`src/rtl/cnn_pkg.sv`:
```
// Shared constants and types for the padded-feature window generator.
package cnn_pkg;
  localparam int IMG_W      = 128;
  localparam int PAD_W      = 130;
  localparam int PAD_PIXELS = 16900;
  localparam int WIN_W      = 72;

  typedef enum logic [1:0] {
    ST_IDLE  = 2'd0,
    ST_RUN   = 2'd1,
    ST_DRAIN = 2'd2,
    ST_DONE  = 2'd3
  } state_e;

  typedef struct packed {
    logic [6:0]       row;
    logic [6:0]       col;
    logic [WIN_W-1:0] data;
  } win_t;

  function automatic logic is_border(input logic [7:0] r, input logic [7:0] c);
    return (r == 8'd0) || (r == 8'(PAD_W - 1)) || (c == 8'd0) || (c == 8'(PAD_W - 1));
  endfunction
endpackage

```
`src/rtl/line_buffer.sv`:
```
// Circular single-row delay line: each shift reads the oldest entry and overwrites it with din.
module line_buffer #(
  parameter int DEPTH = 130,
  parameter int WIDTH = 8
) (
  input  logic             clk,
  input  logic             rst,
  input  logic             shift,
  input  logic [WIDTH-1:0] din,
  output logic [WIDTH-1:0] dout
);
  localparam int AW = $clog2(DEPTH);

  logic [WIDTH-1:0] mem_q [DEPTH];
  logic [AW-1:0]    ptr_q, ptr_d;

  assign dout = mem_q[ptr_q];

  always_comb begin
    ptr_d = ptr_q;
    if (shift) ptr_d = (ptr_q == AW'(DEPTH - 1)) ? '0 : ptr_q + 1'b1;
  end

  always_ff @(posedge clk or posedge rst) begin
    if (rst) ptr_q <= '0;
    else     ptr_q <= ptr_d;
  end

  // Contents are fully rewritten by the first two rows of every run, so no reset.
  always_ff @(posedge clk) begin
    if (shift) mem_q[ptr_q] <= din;
  end
endmodule

```
`src/rtl/window_3x3_gen.sv`:
```
// Scans one 130x130 padded channel and emits all 128x128 3x3 windows through a 2-entry FIFO.
// Build option: WINDOW_PAD_ZERO_FORCE_EN skips border reads and injects zeros in their slots.
module window_3x3_gen
  import cnn_pkg::*;
(
  input  logic              clk,
  input  logic              rst,
  input  logic              start,
  input  logic [1:0]        chan_sel,
  output logic              mem_rd,
  output logic [1:0]        mem_sel,
  output logic [14:0]       mem_addr,
  input  logic signed [7:0] mem_data,
  output logic              win_valid,
  input  logic              win_ready,
  output logic [WIN_W-1:0]  win_data,
  output logic [6:0]        win_row,
  output logic [6:0]        win_col,
  output logic              busy,
  output logic              done,
  output state_e            dbg_state
);
  localparam logic [7:0] LAST_IDX = 8'(PAD_W - 1);

  state_e          state_q, state_d;
  logic [1:0]      sel_q, sel_d;
  logic [14:0]     addr_q, addr_d;
  logic [7:0]      row_q, row_d, col_q, col_d;
  logic            rsp_vld_q, rsp_vld_d, rsp_zero_q, rsp_zero_d;
  logic [7:0]      rsp_row_q, rsp_row_d, rsp_col_q, rsp_col_d;
  logic [8:0][7:0] win_q, win_d;
  win_t [1:0]      fifo_q, fifo_d;
  logic            wr_ptr_q, wr_ptr_d, rd_ptr_q, rd_ptr_d;
  logic [1:0]      cnt_q, cnt_d;
  logic            issue, last_pos, zero_slot, push, pop;
  logic [7:0]      pix, top_pix, mid_pix;

  assign last_pos = (row_q == LAST_IDX) && (col_q == LAST_IDX);
`ifdef WINDOW_PAD_ZERO_FORCE_EN
  assign zero_slot = is_border(row_q, col_q);
`else
  assign zero_slot = 1'b0;
`endif
  // A slot is issued only while FIFO entries plus the in-flight read leave room for its window.
  assign issue = (state_q == ST_RUN) && ((cnt_q + {1'b0, rsp_vld_q}) < 2'd2);

  assign mem_rd    = issue && !zero_slot;
  assign mem_sel   = sel_q;
  assign mem_addr  = addr_q;
  assign busy      = (state_q != ST_IDLE);
  assign done      = (state_q == ST_DONE);
  assign dbg_state = state_q;

  // Output handshake: a window transfers on a cycle where win_valid and win_ready are both high;
  // the head entry is held unchanged until that transfer.
  assign win_valid = (cnt_q != 2'd0);
  assign win_data  = fifo_q[rd_ptr_q].data;
  assign win_row   = fifo_q[rd_ptr_q].row;
  assign win_col   = fifo_q[rd_ptr_q].col;

  assign pix  = rsp_zero_q ? 8'd0 : mem_data;
  assign push = rsp_vld_q && (rsp_row_q >= 8'd2) && (rsp_col_q >= 8'd2);
  assign pop  = win_valid && win_ready;

  line_buffer #(.DEPTH(PAD_W), .WIDTH(8)) u_lb_top (
    .clk(clk), .rst(rst), .shift(rsp_vld_q), .din(mid_pix), .dout(top_pix)
  );
  line_buffer #(.DEPTH(PAD_W), .WIDTH(8)) u_lb_mid (
    .clk(clk), .rst(rst), .shift(rsp_vld_q), .din(pix), .dout(mid_pix)
  );

  always_comb begin
    state_d    = state_q;
    sel_d      = sel_q;
    addr_d     = addr_q;
    row_d      = row_q;
    col_d      = col_q;
    rsp_vld_d  = issue;
    rsp_zero_d = zero_slot;
    rsp_row_d  = row_q;
    rsp_col_d  = col_q;
    case (state_q)
      ST_IDLE: if (start) begin
        state_d = ST_RUN;
        sel_d   = chan_sel;
        addr_d  = '0;
        row_d   = '0;
        col_d   = '0;
      end
      ST_RUN:   if (issue && last_pos) state_d = ST_DRAIN;
      ST_DRAIN: if ((cnt_q == 2'd0) && !rsp_vld_q) state_d = ST_DONE;
      ST_DONE:  state_d = ST_IDLE;
      default:  state_d = ST_IDLE;
    endcase
    if (issue) begin
      if (last_pos) begin
        addr_d = '0;
        row_d  = '0;
        col_d  = '0;
      end else begin
        addr_d = addr_q + 15'd1;
        if (col_q == LAST_IDX) begin
          col_d = '0;
          row_d = row_q + 8'd1;
        end else begin
          col_d = col_q + 8'd1;
        end
      end
    end
  end

  // Window columns age left; the new column is (row r-2, row r-1, row r) at column c.
  always_comb begin
    win_d = win_q;
    if (rsp_vld_q) begin
      for (int i = 0; i < 3; i++) begin
        win_d[3*i]   = win_q[3*i+1];
        win_d[3*i+1] = win_q[3*i+2];
      end
      win_d[2] = top_pix;
      win_d[5] = mid_pix;
      win_d[8] = pix;
    end
  end

  always_comb begin
    fifo_d   = fifo_q;
    wr_ptr_d = wr_ptr_q;
    rd_ptr_d = rd_ptr_q;
    if (push) begin
      fifo_d[wr_ptr_q].row  = 7'(rsp_row_q - 8'd2);
      fifo_d[wr_ptr_q].col  = 7'(rsp_col_q - 8'd2);
      fifo_d[wr_ptr_q].data = win_d;
      wr_ptr_d = ~wr_ptr_q;
    end
    if (pop) rd_ptr_d = ~rd_ptr_q;
    cnt_d = cnt_q + {1'b0, push} - {1'b0, pop};
  end

  always_ff @(posedge clk or posedge rst) begin
    if (rst) begin
      state_q    <= ST_IDLE;
      sel_q      <= '0;
      addr_q     <= '0;
      row_q      <= '0;
      col_q      <= '0;
      rsp_vld_q  <= 1'b0;
      rsp_zero_q <= 1'b0;
      rsp_row_q  <= '0;
      rsp_col_q  <= '0;
      win_q      <= '0;
      fifo_q     <= '0;
      wr_ptr_q   <= 1'b0;
      rd_ptr_q   <= 1'b0;
      cnt_q      <= '0;
    end else begin
      state_q    <= state_d;
      sel_q      <= sel_d;
      addr_q     <= addr_d;
      row_q      <= row_d;
      col_q      <= col_d;
      rsp_vld_q  <= rsp_vld_d;
      rsp_zero_q <= rsp_zero_d;
      rsp_row_q  <= rsp_row_d;
      rsp_col_q  <= rsp_col_d;
      win_q      <= win_d;
      fifo_q     <= fifo_d;
      wr_ptr_q   <= wr_ptr_d;
      rd_ptr_q   <= rd_ptr_d;
      cnt_q      <= cnt_d;
    end
  end
endmodule
```
`config.mk`:
```
export PLATFORM = sky130hd
export DESIGN_NAME = window_3x3_gen
export DESIGN_NICKNAME = d
export VERILOG_FILES = /design/src/rtl/cnn_pkg.sv /design/src/rtl/line_buffer.sv /design/src/rtl/window_3x3_gen.sv
export SDC_FILE = /design/constraint.sdc
export NUM_CORES = 2
export LEC_CHECK = 0
export CAP_MARGIN = 25
export CORE_MARGIN = 2
export CORE_UTILIZATION = 50
export CTS_CLUSTER_DIAMETER = 50
export CTS_CLUSTER_SIZE = 14
export DETAILED_ROUTE_END_ITERATION = 7
export PLACE_DENSITY = 0.64
export SLEW_MARGIN = 15
export SYNTH_ARGS = -nofsm -noshare
export SYNTH_HDL_FRONTEND = slang
export SYNTH_SLANG_ARGS = --single-unit
```
`constraint.sdc`:
```
create_clock -name clk -period 36.4 [get_ports clk]
set_input_delay 10.92 -clock clk [delete_from_list [all_inputs] [get_ports clk]]
set_output_delay 10.92 -clock clk [all_outputs]
set_load 0.005 [all_outputs]
```
==> impl_metrics.env <==
export IMPL_status="finished clean"
export IMPL_stdcell_area_sq_um=104600
export IMPL_cts_tree="built"
export IMPL_critPathTopFamily="buffers and inverters"
export IMPL_grt_pass1_vias=48470
export IMPL_dr_pass1_iters=5
export IMPL_crit_chain="and3_1 > o21ai_0 > clkinv_1 > clkdlybuf4s50_1"
export IMPL_antenna_found_initial=0
export IMPL_period_share_pct=38.39
export IMPL_placed_area_sq_um=98240
export IMPL_synthCells=5116
export IMPL_worst_pin_slew_ps=1095
export IMPL_die_h_um=438.9
export IMPL_p_leak_uw=0.03430
export IMPL_cp_max_fo=38
export IMPL_die_area_sq_um=192600
export IMPL_yosys_most_used_dff="edfxtp_1"
export IMPL_clk_pin_slew_ps=70
export IMPL_syn_nets=5152
export IMPL_via_per_inst=6.121
export IMPL_ys_types=71
export IMPL_slowest_stage="dfrtp_4"
export IMPL_vias=48060
export IMPL_postCtsSetupBuffers=0
export IMPL_postCtsResizedCells=0
export IMPL_synth_most_common_cell="edfxtp_1"
export IMPL_dp_hpwl_mm=140.3
export IMPL_worst_path_largest_cell_delay_ps=660
export IMPL_criticalPathCategory="reg -> out"
export IMPL_grt_ovfl_total=0
export IMPL_whs_ps=431.5
export IMPL_drtIter0Drc=5101
export IMPL_routabilityCongestion=0.8722
export IMPL_path_buf_inv=2
export IMPL_critPathRequiredTime_ps=25480
export IMPL_synthTopCellsByCount="2,080 x edfxtp_1, 447 x mux4_2, 369 x nor2_1"
export IMPL_core_area_sq_um=187800
export IMPL_cts_buffers=207
export IMPL_htree_levels=4
export IMPL_row_count=159
export IMPL_setup_viol=0
export IMPL_arrival_ps=3060
export IMPL_synth_area_per_cell_sq_um=18.48
export IMPL_async_reset_ff_share_pct=13.19
export IMPL_grt_max_degree=120
export IMPL_cap_violations=0
export IMPL_synth_seq_cells=2396
export IMPL_rsz0062_at_grt="no"
export IMPL_io_pins=123
export IMPL_layout_area_seq_sq_um=70400
export IMPL_routed_wl_mm=226.0
export IMPL_skew_ps=35.23
export IMPL_end_kind="primary output"
export IMPL_fillers=14320
export IMPL_yosysSeqAreaShare_pct=74.42
export IMPL_final_setup_tns_ps=0
export IMPL_drc=0
export IMPL_slew_viol_final=0
export IMPL_postRouteAntennaNets=0
export IMPL_area_growth_pct=10.67
export IMPL_critPathLaunchType="flip-flop"
export IMPL_nets=5279
export IMPL_clock_root_buffer="clkbuf_16"
export IMPL_netlist_area_leader_share_pct=66.05
export IMPL_drive_above_1_share_pct=18.59
export IMPL_die_w_um=438.9
export IMPL_cts_sinks=2396
export IMPL_fmaxAchievable_mhz=71.56
export IMPL_post_drt_wl_per_cell_um=28.78
export IMPL_synth_edff_count=2080
export IMPL_cts_hold_buf=0
export IMPL_portBuffers=122
export IMPL_yosysWarningCount=0
export IMPL_initial_utilization_pct=50.35
export IMPL_hold_viol_final=0
export IMPL_hp_class="reg -> reg"
export IMPL_n_antenna_cell=0
export IMPL_multiInputGateArea_sq_um=22490
export IMPL_clk_latency_ps=850
export IMPL_p_per_area_nw_per_um2=84.38
export IMPL_max_vdd_ir_drop_uv=83.35
export IMPL_cts_path_max_buffers=3
export IMPL_grt_usage_pct=23.56
export IMPL_slew_headroom_pct=26.86
export IMPL_synth_area_leaders="edfxtp_1 66%, mux4_2 11%, dfrtp_1 8.4%, mux2i_1 2.9%, mux2_2 1.6%"
export IMPL_layout_min_cycle_time_ps=13980
export IMPL_synth_top_cell_by_area="edfxtp_1"
export IMPL_grt_pass1_wl_mm=333.2
export IMPL_syn_area_sq_um=94560
power by group:
group	leakage, uW	internal (uW)	switching, uW
registers	0.0225	3700	186
clock network	0.00304	1150	960
logic	0.00873	1010	1820
worst register-to-register path: stages, from the launching register on:
cell and delay (ps):
dfrtp_4 880, buf_4 790, buf_12 660, buf_4 920, mux4_2 440, nand3_1 100, o21ai_0 160, a2111oi_2 950
nand3_4 820, buf_4 670
layer usage:
metal / track usage (%) / vias to the layer above / wire (um)
met3: 3.440 / 398 / 13730
met2: 37.67 / 1702 / 109900
met1: 33.02 / 25410 / 93430
met4: 9.167 / 0 / 8901
met5: 0 / - / 0
li1: - / 20550 / -
logic make-up after synthesis:
kind of cell / share of synthesized area [%]
fa+ha+maj: 0.2911
simple gates: 4.300
mux: 15.17
compound gates: 3.598
buf+inv: 1.935
flops: 74.42
xor+xnor: 0.2871
metrics by stage:
stage | cells | setup WS [ps] | utilization, % | power, uW
after detailed placement | 7522 | 21460 | 52.31 | 6785
final | 7852 | 22420 | 55.72 | 8831
after CTS | 7845 | 22340 | 55.65 | 8879
after floorplan | 5116 | 16740 | - | 5719
after global placement | 7518 | 21550 | 52.27 | 6715
after global routing | 7852 | 22280 | 55.72 | 9183
area by class of cell:
cell class              instances  area share (%)
multi-input cells            2340           21.49
clock buffers                 272           5.426
repair buffers                206           1.920
well taps                    2495           2.983
clock inverters                51          0.5679
flip-flops and latches       2396           67.27
inverters                      92          0.3384
path summary, 6_finish.rpt:
check,start,slack (ps),cells past startpoint,end
max,rsp_vld_q,22420,4,mem_rd
max reg2reg,u_lb_mid.ptr_q[1],29540,9,u_lb_top.mem_q[0][3]
min reg2reg,row_q[7],430,0,rsp_row_q[7]
min in group asynchronous,rst,10560,2,col_q[4]
max in group asynchronous,rst,23020,7,fifo_q[52]
min,row_q[7],430,0,rsp_row_q[7]
registers in the layout, summed over array words and instances, names as in the netlist:
name            count
cnt_q               2
col_q               8
dbg_state           2
fifo_q            172
mem_addr           15
mem_sel             2
rd_ptr_q            1
row_q               8
rsp_col_q           8
rsp_row_q           8
rsp_vld_q           1
u_lb_mid.mem_q   1040
u_lb_mid.ptr_q      8
u_lb_top.mem_q   1040
u_lb_top.ptr_q      8
win_q              72
wr_ptr_q            1
layout by cell type (no fill, tap or decap), types with 114 or more instances in the layout:
cell / Yosys / layout
dfrtp_1: 316 / 308
nand2_1: 255 / 254
clkbuf_16: 0 / 215
mux2i_1: 270 / 270
clkdlybuf4s50_1: 0 / 114
o21ai_0: 213 / 213
nor2_1: 369 / 368
mux2_2: 136 / 136
mux4_2: 447 / 447
edfxtp_1: 2080 / 2080
Note: power is estimated with default switching activity, not from simulation.
